**config.mk**
```make
export PLATFORM = sky130hd
export DESIGN_NAME = drive_command_arbiter_flat
export DESIGN_NICKNAME = d
export VERILOG_FILES = /design/src/rtl/drive_command_arbiter_if.sv /design/src/rtl/drive_command_arbiter.sv /design/src/flat_wrapper.sv
export SDC_FILE = /design/constraint.sdc
export NUM_CORES = 1
export LEC_CHECK = 0
export ABC_AREA = 0
export BUFFER_PORTS_ARGS = -buffer_cell sky130_fd_sc_hd__buf_2
export CORE_MARGIN = 5
export CORE_UTILIZATION = 55
export DETAILED_ROUTE_END_ITERATION = 10
export PLACE_DENSITY = 0.71
export SLEW_MARGIN = 40
export SYNTH_ARGS = -nofsm -noshare
export SYNTH_HDL_FRONTEND = slang
export SYNTH_SLANG_ARGS = --single-unit
```
**constraint.sdc**
```tcl
create_clock -name clk_50 -period 3.9 [get_ports clk_50]
set_input_delay 0.195 -clock clk_50 [delete_from_list [all_inputs] [get_ports clk_50]]
set_output_delay 0.195 -clock clk_50 [all_outputs]
set_load 0.01 [all_outputs]
```
**src/rtl/drive_command_arbiter_if.sv**
```systemverilog
// Request and command bundle shared by the IR, camera and microphone requesters,
// the drive arbiter (slave) and whoever drives/observes it (master).
interface drive_command_arbiter_if;
    logic       ir_valid;
    logic [2:0] ir_cmd;
    logic       cam_valid;
    logic [2:0] cam_direction;
    logic       orange_detected;
    logic [1:0] speed;
    logic       cmd_valid;
    logic       cmd_ready;
    logic [2:0] cmd_dir;
    logic [1:0] cmd_speed;
    logic [1:0] mode;

    modport slave (
        input  ir_valid, ir_cmd, cam_valid, cam_direction, orange_detected, speed, cmd_ready,
        output cmd_valid, cmd_dir, cmd_speed, mode
    );

    modport master (
        output ir_valid, ir_cmd, cam_valid, cam_direction, orange_detected, speed, cmd_ready,
        input  cmd_valid, cmd_dir, cmd_speed, mode
    );
endinterface

```
**src/rtl/drive_command_arbiter.sv**
```systemverilog
// Drive-mode arbiter: picks manual/search/track behaviour from IR and camera events
// and offers one drive command at a time to the motor serializer.
//
// state    | meaning
// S_IDLE   | motors stopped, waiting for an IR command
// S_MANUAL | driving the last IR direction until hold time runs out
// S_SEARCH | spinning right at fixed speed looking for the target
// S_TRACK  | steering toward the camera-reported target direction
module drive_command_arbiter #(
    parameter int unsigned HOLD_CYCLES  = 50_000_000,
    parameter int unsigned LOST_FRAMES  = 15,
    parameter logic [1:0]  SEARCH_SPEED = 2'd1
) (
    input logic                    clk_50,
    input logic                    rst_n,
    drive_command_arbiter_if.slave bus
);
    localparam int HW = (HOLD_CYCLES > 1) ? $clog2(HOLD_CYCLES) : 1;
    localparam int LW = $clog2(LOST_FRAMES + 1);
    localparam logic [HW-1:0] HOLD_LOAD = HW'(HOLD_CYCLES - 1);
    localparam logic [LW-1:0] LOST_MAX  = LW'(LOST_FRAMES);

    typedef enum logic [1:0] {
        S_IDLE   = 2'd0,
        S_MANUAL = 2'd1,
        S_SEARCH = 2'd2,
        S_TRACK  = 2'd3
    } state_t;

    state_t        state_q;
    logic [2:0]    ir_dir_q;
    logic [2:0]    cam_dir_q;
    logic [HW-1:0] hold_q;
    logic [LW-1:0] lost_q;
    logic          cmd_valid_q;
    logic [2:0]    cmd_dir_q;
    logic [1:0]    cmd_speed_q;
    logic [2:0]    last_dir_q;
    logic [1:0]    last_speed_q;

    logic          ir_ev;
    logic          cam_ev;
    logic [2:0]    cam_dir_n;
    logic [LW-1:0] lost_inc;
    logic [2:0]    des_dir;
    logic [1:0]    des_speed;

    // Reserved IR codes are dropped entirely, so they do not mask a camera frame.
    assign ir_ev     = bus.ir_valid && (bus.ir_cmd <= 3'd5);
    assign cam_ev    = bus.cam_valid && !ir_ev;
    assign cam_dir_n = (bus.cam_direction > 3'd4) ? 3'd0 : bus.cam_direction;
    assign lost_inc  = (lost_q == LOST_MAX) ? lost_q : lost_q + LW'(1);

    always_comb begin
        des_dir   = 3'd0;
        des_speed = 2'd0;
        case (state_q)
            S_MANUAL: begin
                des_dir   = ir_dir_q;
                des_speed = bus.speed;
            end
            S_SEARCH: begin
                des_dir   = 3'd4;
                des_speed = SEARCH_SPEED;
            end
            S_TRACK: begin
                des_dir   = cam_dir_q;
                des_speed = bus.speed;
            end
            default: ;
        endcase
    end

    always_ff @(posedge clk_50 or negedge rst_n) begin
        if (!rst_n) begin
            state_q      <= S_IDLE;
            ir_dir_q     <= 3'd0;
            cam_dir_q    <= 3'd0;
            hold_q       <= '0;
            lost_q       <= '0;
            cmd_valid_q  <= 1'b0;
            cmd_dir_q    <= 3'd0;
            cmd_speed_q  <= 2'd0;
            last_dir_q   <= 3'd0;
            last_speed_q <= 2'd0;
        end else begin
            if (ir_ev) begin
                case (bus.ir_cmd)
                    3'd0: state_q <= S_IDLE;
                    3'd5: begin
                        if (state_q == S_IDLE || state_q == S_MANUAL) state_q <= S_SEARCH;
                    end
                    default: begin
                        state_q  <= S_MANUAL;
                        ir_dir_q <= bus.ir_cmd;
                        hold_q   <= HOLD_LOAD;
                    end
                endcase
            end else if (state_q == S_MANUAL) begin
                if (hold_q == '0) state_q <= S_IDLE;
                else              hold_q  <= hold_q - HW'(1);
            end else if (cam_ev && bus.orange_detected &&
                         (state_q == S_SEARCH || state_q == S_TRACK)) begin
                state_q   <= S_TRACK;
                cam_dir_q <= cam_dir_n;
                lost_q    <= '0;
            end else if (cam_ev && state_q == S_TRACK) begin
                lost_q <= lost_inc;
                if (lost_inc == LOST_MAX) state_q <= S_SEARCH;
            end

            // Offer is frozen while pending; a fresh desired value waits one idle cycle.
            if (cmd_valid_q) begin
                if (bus.cmd_ready) begin
                    cmd_valid_q  <= 1'b0;
                    last_dir_q   <= cmd_dir_q;
                    last_speed_q <= cmd_speed_q;
                end
            end else if ({des_dir, des_speed} != {last_dir_q, last_speed_q}) begin
                cmd_valid_q <= 1'b1;
                cmd_dir_q   <= des_dir;
                cmd_speed_q <= des_speed;
            end
        end
    end

    assign bus.cmd_valid = cmd_valid_q;
    assign bus.cmd_dir   = cmd_dir_q;
    assign bus.cmd_speed = cmd_speed_q;
    assign bus.mode      = state_q;
endmodule

```
**src/flat_wrapper.sv**
```systemverilog
// flat-port wrapper written by rule: the top's interface ports become plain ports
module drive_command_arbiter_flat 
#(
    parameter int unsigned HOLD_CYCLES  = 50_000_000,
    parameter int unsigned LOST_FRAMES  = 15,
    parameter logic [1:0]  SEARCH_SPEED = 2'd1
)
  (clk_50, rst_n, bus_ir_valid, bus_ir_cmd, bus_cam_valid, bus_cam_direction, bus_orange_detected, bus_speed, bus_cmd_ready, bus_cmd_valid, bus_cmd_dir, bus_cmd_speed, bus_mode);
  drive_command_arbiter_if bus_i ();
  input logic clk_50;
  input logic rst_n;
  input wire logic [$bits(bus_i.ir_valid)-1:0] bus_ir_valid;
  input wire logic [$bits(bus_i.ir_cmd)-1:0] bus_ir_cmd;
  input wire logic [$bits(bus_i.cam_valid)-1:0] bus_cam_valid;
  input wire logic [$bits(bus_i.cam_direction)-1:0] bus_cam_direction;
  input wire logic [$bits(bus_i.orange_detected)-1:0] bus_orange_detected;
  input wire logic [$bits(bus_i.speed)-1:0] bus_speed;
  input wire logic [$bits(bus_i.cmd_ready)-1:0] bus_cmd_ready;
  output wire logic [$bits(bus_i.cmd_valid)-1:0] bus_cmd_valid;
  output wire logic [$bits(bus_i.cmd_dir)-1:0] bus_cmd_dir;
  output wire logic [$bits(bus_i.cmd_speed)-1:0] bus_cmd_speed;
  output wire logic [$bits(bus_i.mode)-1:0] bus_mode;
  assign bus_i.ir_valid = bus_ir_valid;
  assign bus_i.ir_cmd = bus_ir_cmd;
  assign bus_i.cam_valid = bus_cam_valid;
  assign bus_i.cam_direction = bus_cam_direction;
  assign bus_i.orange_detected = bus_orange_detected;
  assign bus_i.speed = bus_speed;
  assign bus_i.cmd_ready = bus_cmd_ready;
  assign bus_cmd_valid = bus_i.cmd_valid;
  assign bus_cmd_dir = bus_i.cmd_dir;
  assign bus_cmd_speed = bus_i.cmd_speed;
  assign bus_mode = bus_i.mode;
  drive_command_arbiter #(.HOLD_CYCLES(HOLD_CYCLES), .LOST_FRAMES(LOST_FRAMES), .SEARCH_SPEED(SEARCH_SPEED)) u_core (.clk_50(clk_50), .rst_n(rst_n), .bus(bus_i));
endmodule
```
# Word level (Yosys, flattened, before mapping)
# Cells that the tools add are included.
# word_totals
regBits	49
input_bits	14
out_inout_bits	8
elab_cells	74
# classes
addsub	2
order_cmp	2
n_eq_ne	11
mux	21
bitwise	4
n_reduce_logical	24
# ops
cell	count
$mux 26	4
$logic_not 26->1	1
$sub 26x1->26 const B	1
$mux 2	7
$mux 4	3
$pmux 3 s3	1
$reduce_and 3->1	3
$eq 4x4->1 const B	2
$pmux 2 s2	2
$reduce_bool 4->1	2
$reduce_and 2->1	3
$logic_and 1x1->1	5
$ne 5x5->1	1
$add 4x1->4 const B	1
$eq 2x2->1 const B	2
$not 1->1	4
$reduce_and 4->1	1
$reduce_bool 2->1	2
$reduce_or 2->1	2
$eq 3x3->1 const B	1
$gt 3x3->1 const B	1
$le 3x3->1 const B	1
$logic_not 3->1	1
$mux 1	3
9 further kinds	10

# Longest topological paths before layout
# logic_depth
depth_word	9
depth_mapped	8
depth_no_buf	7

# Worst setup path before layout
# Ideal clock, no wire load.
# synth_timing
path_kind	reg-to-reg
start	reg u_core.state_q[1] (netlist: u_core.bus.mode[1])
end	reg u_core.hold_q[23]
setup_ns	0.069
arrival_ns	2.117
required_time_ns	3.831
path_slack_ns	1.714
path_stages_with_launch	7
path_buffers	1
synth_period_minus_slack_ns	2.186
cell_sequence	dfrtp_1 > buf_2 > nand2b_1 > or3_4 > or4_4 > or4_1 > nand3_1
# synth_via
elab_chain_len	3
# synth_lines
item	line_no	text
start, declared	drive_command_arbiter.sv:30	state_t state_q;
start signal, assigned	drive_command_arbiter.sv:76	state_q <= S_IDLE;
start signal, assigned	drive_command_arbiter.sv:89	3'd0: state_q <= S_IDLE;
start signal, assigned	drive_command_arbiter.sv:91	if (state_q == S_IDLE || state_q == S_MANUAL) state_q <= S_SEARCH;
$eq 2x1->1	drive_command_arbiter.sv:99	end else if (state_q == S_MANUAL) begin
$reduce_bool 2->1 (no source line)	n/a	
$reduce_and 3->1 (no source line)	n/a	
end signal, assigned	drive_command_arbiter.sv:101	else hold_q <= hold_q - HW'(1);
end, declared	drive_command_arbiter.sv:33	logic [HW-1:0] hold_q;
# Every way passes these cells.
# A chain may end at the register's enable or synchronous reset.

# Final worst setup path
# layout_timing
start	reg u_core.state_q[0] (netlist: u_core.bus.mode[0])
end	reg u_core.hold_q[23]
# The elaborated chain is that of the path after synthesis.

==> flow_metrics.py <==
metrics = {
    "sta": {
        "fmax_mhz": 419,
        "whs_ns": 0.142,
        "setup_violations": 0,
        "hold_viol_final": 0,
        "period_minus_slack_ns": 2.39,
        "slew_viol_final": 0,
        "setup_tns_ns": 0,
        "skew_ns": 0.00516,
        "fin_crit_sh_pct": 61.2,
        "rsz0062_at_grt": "false",
        "tightest_slew_ns": 0.632,
        "slew-limit-headroom_pct": 57.3,
        "setup_slack_ns": 1.51,
    },
    "synth": {
        "netlist_area_mm2": 0.00267,
        "synthArstFlopShare_pct": 100,
        "syn-mean-instance-area_um2": 9.88,
        "yosysWarnings": 0,
        "synthTopCellsByArea": "dfrtp_1 (46%), mux2_2 (3.8%), mux2i_1 (3.0%), nand2_1 (3.0%), nor2_1 (2.5%)",
        "netlist.area_leader.share_pct": 46.0,
        "synth_seq_cells": 49,
        "syn_nets": 286,
        "synthFlopType": "dfrtp_1",
        "synthDistinctLibCells": 50,
        "yosysSeqAreaShare_pct": 46.0,
        "syn_inst": 270,
        "yosysTopAreaCell": "dfrtp_1",
        "synth_enable_flop_cells": 0,
    },
    "setup_path": {
        "reg2reg_from": "u_core.bus.mode[0]$_DFFE_PN0P_",
        "regToRegEndpoint": "u_core.hold_q[23]$_DFFE_PN0P_",
        "rr_worst_depth": 5,
        "cp-start-kind": "flop",
        "path_depth": 5,
        "crit_chain": "nand2b_1 -> or3_4 -> or4_4 -> or4_1 -> nand3_1",
        "slowest_stage": "dfrtp_1",
        "startpoint": "u_core.bus.mode[0]$_DFFE_PN0P_",
        "critPathTopFamily": "simple AND/OR/NAND/NOR gates",
        "crit_type": "flop to flop",
        "arrival_ns": 2.63,
        "crit_end": "u_core.hold_q[23]$_DFFE_PN0P_",
        "required_ns": 4.15,
        "critical-path-max-stage-delay_ns": 0.63,
        "cp_max_fo": 13,
        "path_buf_inv": 0,
        "r2r_slack_ns": 1.51,
        "end_kind": "flop",
    },
    "global_routing": {
        "antenna_found_initial": 0,
        "grt_max_degree": 50,
        "grt.total_usage_pct": 19.7,
        "grt_first_pass_wirelength_mm": 9.84,
        "grt-ovfl-total": 0,
        "grt_pass1_vias": 2139,
    },
    "floorplanning": {
        "die_height_um": 79.6,
        "die_area_mm2": 0.00634,
        "pin_count": 22,
        "std_cell_rows": 25,
        "coreArea_mm2": 0.00472,
        "dieWidth_um": 79.6,
        "start_util_pct": 56.5,
    },
    "cells_and_area": {
        "drive_above_1_share_pct": 17.7,
        "fillers": 398,
        "area_growth_syn_to_layout_pct": 11.2,
        "diodes": 0,
        "fin_util_pct": 62.8,
        "final_nets": 309,
    },
    "routing": {
        "ant_nets": 0,
        "post_drt_wl_per_cell_um": 15.3,
        "drt-initial-drc-count": 114,
        "routed_wirelength_mm": 5.53,
        "first_pass_iters": 4,
        "drc": 0,
        "num_vias": 2172,
        "via_per_inst": 6.02,
    },
    "job": {
        "maxCapViolCount": 0,
    },
    "clock_tree": {
        "cts_tree": "done",
        "cts-root-buf": "clkbuf_8",
        "cts_buffers": 5,
        "htreeDepth": 2,
        "cts_sinks": 49,
        "postCtsSetupBuffers": 0,
        "worst_setup_hold_path_clk_slew_ns": 0.09,
        "max-clock-path-buffers": 2,
        "clock_latency_ns": 0.30,
    },
    "pwr": {
        "ir_drop_uv": 257,
        "p_leak_nw": 1.15,
        "power_density_mw_per_mm2": 495,
        "finalPower_w": 0.00147,
    },
    "placement": {
        "dp_slack_ns": 1.51,
        "gp_congestion": 0.769,
        "port-buffer-count": 21,
        "place_hpwl_mm": 3.92,
    },
    "min_path": {
        "min-delay-start": "bus_cam_direction[0]",
        "worstHoldPathType": "input pin to flop",
    },
    "outcome": {
        "status": "complete, no violations",
    },
}
worst reg2reg max path, stage by stage (launching register included):
cell      delay [ns]
dfrtp_1         0.63
nand2b_1        0.28
or3_4           0.48
or4_4           0.45
or4_1           0.41
nand3_1         0.09
flip-flops by register name, summed over array words and instances (netlist names):
signal,count
u_core.last_speed_q,2
u_core.ir_dir_q,3
u_core.bus.cmd_speed,2
u_core.hold_q,26
u_core.bus.cmd_valid,1
u_core.last_dir_q,3
u_core.lost_q,4
u_core.cam_dir_q,3
u_core.bus.mode,2
u_core.bus.cmd_dir,3
metal layers:
metal	global-route usage (%)	routed length [um]	part of all wire, %	vias to the layer above
met3	2.93	206	3.7	8
met4	5.67	68	1.2	0
li1	-	-	-	1071
met1	25.6	2590	47	1055
met5	0	0	0	-
met2	33.8	2670	48	38
kinds of logic after synthesis:
logic type	synth area share [%]
DFF	46.0
and+or+nand+nor	24.8
muxes	6.80
buffers and inverters	2.20
AOI/OAI and AO/OA	15.3
adders and majority gates	0.938
xor gates and xnor gates	3.94
layout make-up:
| cell class | instances | area [um^2] | area share [%] |
|---|---|---|---|
| multi-input combinational | 206 | 1390 | 46.7 |
| inverter | 8 | 30.0 | 1.01 |
| tap | 67 | 83.8 | 2.83 |
| clock inverter | 3 | 46.3 | 1.56 |
| timing repair buffer | 23 | 125 | 4.22 |
| sequential | 49 | 1230 | 41.3 |
| clock buffer | 5 | 68.8 | 2.32 |
worst min path at each step:
stage                                                to  slack (ns)  cells past startpoint
finish                  u_core.cam_dir_q[0]$_DFFE_PN0P_        0.14                      3
global route        u_core.bus.cmd_speed[1]$_DFFE_PN0P_        0.16                      3
CTS                     u_core.cam_dir_q[0]$_DFFE_PN0P_        0.14                      3
detailed placement         u_core.lost_q[2]$_DFFE_PN0P_        0.25                      1
global placement        u_core.cam_dir_q[0]$_DFFE_PN0P_        0.45                      2
floorplan             u_core.bus.cmd_dir[0]$_DFFE_PN0P_       -0.10                      0
synth_stat cells (2+ instances only):
cell and number:
o31ai_1 5, o2111ai_1 2, and2_1 3, or4_1 6
o311ai_0 3, or3_4 2, inv_1 8, ha_1 2
nor2_1 18, nor3_1 8, nor3b_1 5, buf_2 2
mux2_2 9, nor4_2 2, a22oi_1 2, a31o_2 2
and3_1 3, a41oi_1 2, o21ai_0 13, o211ai_1 3
clkbuf_1 5, o21a_1 2, nand2b_1 4, or3_1 4
dfrtp_1 49, a211oi_1 4, and4_1 2, nor4_1 10
o41ai_1 2, nand2_1 21, or4_4 2, nand4_1 6
nand3_1 12, xnor2_1 7, a31oi_1 6, a21oi_1 6
xor2_1 5, mux2i_1 8, nand3b_1 2, nor2b_1 3
cell usage in the layout, fill, tap and decap left out, types with 7 or more instances in the layout:
| master | synthesis | final |
|---|---|---|
| nand2_1 | 21 | 21 |
| buf_2 | 2 | 20 |
| nor2_1 | 18 | 18 |
| xnor2_1 | 7 | 7 |
| dfrtp_1 | 49 | 49 |
| mux2i_1 | 8 | 8 |
| o21ai_0 | 13 | 13 |
| nand3_1 | 12 | 12 |
| nor3_1 | 8 | 8 |
| mux2_2 | 9 | 9 |
| inv_1 | 8 | 8 |
| nor4_1 | 10 | 10 |
where the power goes:
group / total, W / leakage (nW) / internal [W] / switching, W
logic: 0.000401 / 0.532 / 0.000182 / 0.000219
clock network: 0.000367 / 0.0543 / 0.000192 / 0.000175
registers: 0.000700 / 0.569 / 0.000600 / 0.000100
what timing repair did:
| action | in CTS | in global routing |
|---|---|---|
| endpoints found under the hold margin | 49 | 0 |
| gates resized for setup | 0 | 0 |
| hold buffers | 1 | 0 |
stage by stage:
step,instance area (um^2),cells
2_1_floorplan,2670,270
3_3_place_gp,2840,352
3_5_place_dp,2840,352
4_1_cts,2970,361
5_1_grt,2970,361
6_report,2970,361
No activity file was read; power rests on OpenSTA's default activity.
